[config.mk]
export PLATFORM = sky130hd
export DESIGN_NAME = enemy_wave_1
export DESIGN_NICKNAME = d
export VERILOG_FILES = /design/src/rtl/game_pkg.sv /design/src/rtl/step_timer.sv /design/src/rtl/enemy_wave_1.sv
export SDC_FILE = /design/constraint.sdc
export NUM_CORES = 1
export LEC_CHECK = 0
export BUFFER_PORTS_ARGS = -buffer_cell sky130_fd_sc_hd__buf_2
export CORE_ASPECT_RATIO = 1.4
export CORE_MARGIN = 2
export CORE_UTILIZATION = 45
export DETAILED_ROUTE_END_ITERATION = 7
export PLACE_DENSITY_LB_ADDON = 0.25
export REMOVE_ABC_BUFFERS = 1
export SLEW_MARGIN = 30
export SYNTH_ARGS = -nofsm -noshare
export SYNTH_HDL_FRONTEND = slang
export SYNTH_HIERARCHICAL = 1
export SYNTH_SLANG_ARGS = --single-unit
[constraint.sdc]
create_clock -name clk -period 5 [get_ports clk]
set_input_delay 0 -clock clk [delete_from_list [all_inputs] [get_ports clk]]
set_output_delay 0 -clock clk [all_outputs]
set_load 0.005 [all_outputs]
[src/rtl/game_pkg.sv]
// game_pkg: shared playfield constants, colours and sprite direction encoding
package game_pkg;
    localparam int H_VIS = 640;
    localparam int V_VIS = 480;
    localparam logic [7:0] C_BLACK = 8'h00;
    localparam logic [7:0] C_ENEMY = 8'hE0;
    typedef enum logic {RIGHT = 1'b0, LEFT = 1'b1} dir_t;
endpackage

[src/rtl/step_timer.sv]
// step_timer: free-running motion timer that fires one tick once the count reaches period
module step_timer (
    input  logic        clk,
    input  logic        rst,
    input  logic        en,
    input  logic [23:0] period,
    output logic        tick
);
    logic [23:0] cnt;
    assign tick = en && cnt >= period;
    always_ff @(posedge clk)
        if (rst) cnt <= '0;
        else if (en) cnt <= tick ? '0 : cnt + 24'd1;
endmodule

[src/rtl/enemy_wave_1.sv]
// enemy_wave_1: one marching row of enemies with bounce, drop, hit/respawn and pixel rendering
module enemy_wave_1
    import game_pkg::*;
#(
    parameter int         N_ENEMY       = 5,
    parameter int         E_W           = 32,
    parameter int         E_H           = 24,
    parameter int         E_GAP         = 16,
    parameter int         START_X       = 64,
    parameter int         START_Y       = 32,
    parameter int         DROP          = 8,
    parameter int         RESPAWN_STEPS = 64,
    parameter logic [7:0] E_COLOR       = C_ENEMY
) (
    input  logic        clk,
    input  logic        rst,
    input  logic        dclk,
    input  logic        pause,
    input  logic        game_start_on,
    input  logic        game_over_on,
    input  logic        p_on,
    input  logic        hit_w_enemy,
    input  logic [9:0]  x,
    input  logic [9:0]  y,
    input  logic [23:0] wave_speed,
    output logic        is_active,
    output logic        e_w_on,
    output logic [7:0]  rgb
);
    localparam int WW   = N_ENEMY * E_W + (N_ENEMY - 1) * E_GAP;
    localparam int SLOT = E_W + E_GAP;
    localparam int RW   = $clog2(RESPAWN_STEPS);
    logic [9:0]    wx, wy;
    dir_t          dir;
    logic [RW-1:0] resp;
    logic          run, tick, unused;
    logic [10:0]   dx;
    assign unused = dclk;
    assign run    = !pause && !game_start_on && !game_over_on;
    step_timer u_timer (
        .clk    (clk),
        .rst    (rst),
        .en     (run),
        .period (wave_speed),
        .tick   (tick)
    );
    always_ff @(posedge clk)
        if (rst || game_start_on) begin
            wx        <= 10'(START_X);
            wy        <= 10'(START_Y);
            dir       <= RIGHT;
            resp      <= '0;
            is_active <= 1'b1;
        end else if (run && hit_w_enemy && is_active) begin
            is_active <= 1'b0;
            resp      <= '0;
        end else if (tick) begin
            if (!is_active) begin
                if (resp == RW'(RESPAWN_STEPS - 1)) begin
                    is_active <= 1'b1;
                    resp      <= '0;
                    wx        <= 10'(START_X);
                    wy        <= 10'(START_Y);
                    dir       <= RIGHT;
                end else resp <= resp + 1'b1;
            end else if ({1'b0, wy} + 11'(E_H) >= 11'(V_VIS)) begin
                wx  <= 10'(START_X);
                wy  <= 10'(START_Y);
                dir <= RIGHT;
            end else if (dir == RIGHT) begin
                if ({1'b0, wx} + 11'(WW) >= 11'(H_VIS)) begin
                    dir <= LEFT;
                    wy  <= wy + 10'(DROP);
                end else wx <= wx + 10'd1;
            end else if (wx == '0) begin
                dir <= RIGHT;
                wy  <= wy + 10'(DROP);
            end else wx <= wx - 10'd1;
        end
    // dx is only meaningful when x >= wx, which the x >= wx term guarantees
    assign dx     = {1'b0, x} - {1'b0, wx};
    assign e_w_on = is_active && !game_over_on && x < 10'(H_VIS) && y < 10'(V_VIS)
                    && y >= wy && {1'b0, y} < {1'b0, wy} + 11'(E_H)
                    && x >= wx && dx < 11'(WW) && dx % 11'(SLOT) < 11'(E_W);
    assign rgb    = e_w_on && !p_on ? E_COLOR : C_BLACK;
endmodule

==> out/qor.yml <==
status: "finished clean"
pre_cts_slack_ps: 1050
post_cts_buffers: 0
cts_made_buffers: 5
wl_per_cell_um: 12.7
start_util: 0.461
synth_edf_count: 0
track_usage: 0.181
row_count: 43
area_growth_pct: 11.3
vias: 3972
fill_cells: 996
crit_path_max_fanout: 9
syn_inst: 565
path_clk_slew_ps: 70
period_share: 0.781
synthTopCellsByArea: "dfxtp_1 21%, ha_1 17%, nor2_1 5.3%, xor2_1 4.8%, xnor2_1 4.6%"
antenna_found_initial: 0
leakage_nw: 2.18
tightest_slew_ps: 613
clkLatencyLatePin_ps: 290
port_buffers: 52
grt_max_degree: 21
die_y_um: 123
fin_total_pwr_mw: 0.883
drv_slew: 0
vdd_drop_max_mv: 0.127
htreeDepth: 2
cp-end-kind: "flop"
slew_headroom: 0.589
final_common_cell: "nor2_1"
yosysUniqueCellTypes: 80
worstSetupStartpointType: "flop"
grt_pass1_wl_um: 16300
final_cell_mix: "64 x nor2_1, 62 x ha_1, 52 x buf_2"
drt_iter0_drc: 108
first_pass_iters: 4
ys_seq_area_frac: 0.215
synth_top_area_share: 0.215
grt-ovfl-total: 0
syn_avg_cell_area_um2: 8.08
layout_min_cycle_time_ps: 3910
drtAntennaViolNets: 0
wirelength_um: 9570
ys_seq_elements: 49
cts_tree: "yes"
gp_congestion: 0.879
finalSetupTns_ps: 0
hold_class: "in -> reg"
finalSetupViolCount: 0
yosysWarnings: 6
via_per_inst: 5.29
drive_above_1_share: 0.157
crit_required_ps: 5220
crit_type: "reg -> reg"
hpwl_um: 7840
drc: 0
n_antenna_cell: 0
clock_skew_ps: 5.12
synth_flop_cell: "dfxtp_1"
layout.nets: 731
die_x_um: 89.1
fin_ws_ps: 1090
root_buffer: "clkbuf_16"
fmax_ghz: 0.256
cap_violations: 0
yosys.area.top_type: "dfxtp_1"
rsz0062_at_grt: "false"
power.density_mw_per_mm2: 174
cp.arrival_ps: 4130
coreArea_mm2: 0.00990
first_global_vias: 3810
syn_area_mm2: 0.00457
cts_sinks: 49
io_pins: 62
ys_async_sr_fraction: 0
dieArea_mm2: 0.0110
clockBufferDepth: 2
hold_viol_final: 0
## routing by layer
layer	GRT usage	vias to the layer above	wire length, um
met4	0.0522	0	179
met2	0.346	58	5010
li1	-	2080	-
met5	0	-	0
met3	0.0227	12	291
met1	0.203	1822	4090
## synth_stat cells, drive strengths merged, types with 2 or more instances
master	count
a211o	3
buf	12
nor2b	3
and3	7
o21ai	22
a211oi	6
nor2	65
or3b	2
o21a	7
nand3	19
o31ai	2
a21o	8
or2b	3
a21oi	34
nor3	19
nand2b	7
a2111oi	2
nand3b	3
a31oi	4
and2b	2
nand4	14
and2	3
nor4	5
o21bai	4
or2	6
a21boi	2
xor2	25
or3	2
a311oi	3
o2bb2ai	3
xnor2	24
ha	62
inv	51
dfxtp	49
nor4b	3
clkbuf	5
and4	3
fa	2
mux2i	4
a22oi	8
o2111ai	2
o22ai	2
nand2	41
## where the power goes
group,switching [mW],internal [mW]
clock,0.148,0.186
combinational,0.0870,0.0695
sequential,0.00127,0.391
## worst paths after layout
| kind | cells after the start | slack [ps] | from | end |
|---|---|---|---|---|
| setup / recovery | 14 | 1090 | u_timer/cnt[21]$_SDFFE_PP0P_ | wy[7]$_SDFFE_PP0P_ |
| hold reg to reg | 2 | 530 | u_timer/cnt[23]$_SDFFE_PP0P_ | u_timer/cnt[23]$_SDFFE_PP0P_ |
| setup reg to reg | 14 | 1090 | u_timer/cnt[21]$_SDFFE_PP0P_ | wy[7]$_SDFFE_PP0P_ |
| hold / removal | 4 | 110 | hit_w_enemy | is_active$_SDFFE_PP1P_ |
## through the flow
step / util / hold slack, ps / cell area [um2] / instances
after floorplan: - / 69.1 / 4470 / 552
after global placement: 0.497 / 258 / 4920 / 741
after detailed placement: 0.497 / 270 / 4920 / 741
after CTS: 0.514 / 108 / 5080 / 751
after global routing: 0.514 / 166 / 5080 / 751
final: 0.514 / 107 / 5080 / 751
## sequential cells by signal (all words and copies together) (netlist names)
signal,flops
resp,6
dir,1
is_active,1
wx,10
wy,7
u_timer/cnt,24
## area by class of cell
| type | instances | area (um2) | share of cell area |
|---|---|---|---|
| well taps | 135 | 169 | 0.0332 |
| clock buffers | 5 | 125 | 0.0246 |
| clock inverters | 3 | 21.3 | 0.00418 |
| repair buffers | 56 | 295 | 0.0581 |
| multi-input cells | 452 | 3300 | 0.649 |
| flip-flops and latches | 49 | 981 | 0.193 |
| inverters | 51 | 191 | 0.0377 |
## cell families (layout without fill, tap and decap cells)
family / count (synthesis) / after routing / synth area share
fa+ha+maj: 64 / 64 / 0.179
simple gates: 209 / 209 / 0.238
mux: 4 / 4 / 0.0115
buf+inv: 68 / 115 / 0.0658
xor+xnor: 49 / 49 / 0.0940
other cells: 1 / 5 / 0.000821
compound gates: 121 / 121 / 0.196
flops: 49 / 49 / 0.215
## worst max-delay path, stage by stage (launching register included)
cell      delay, ps
dfxtp_1         350
ha_1            300
nand4_1         150
nor4_1          440
nor4b_4         460
o21a_1          220
and2b_1         210
nand2_1         100
nor2_1          160
nand3_1         140
a21boi_0        220
o21bai_2        330
or2_2           310
or3_1           300
a21oi_1         130
## repair_timing
| item | in CTS | in global routing |
|---|---|---|
| gates resized for setup | 0 | 0 |
| endpoints found under the setup margin | 0 | 0 |
| endpoints found under the hold margin | 4 | 0 |
| hold buffers | 2 | 0 |
(Power assumes the default switching activity.)
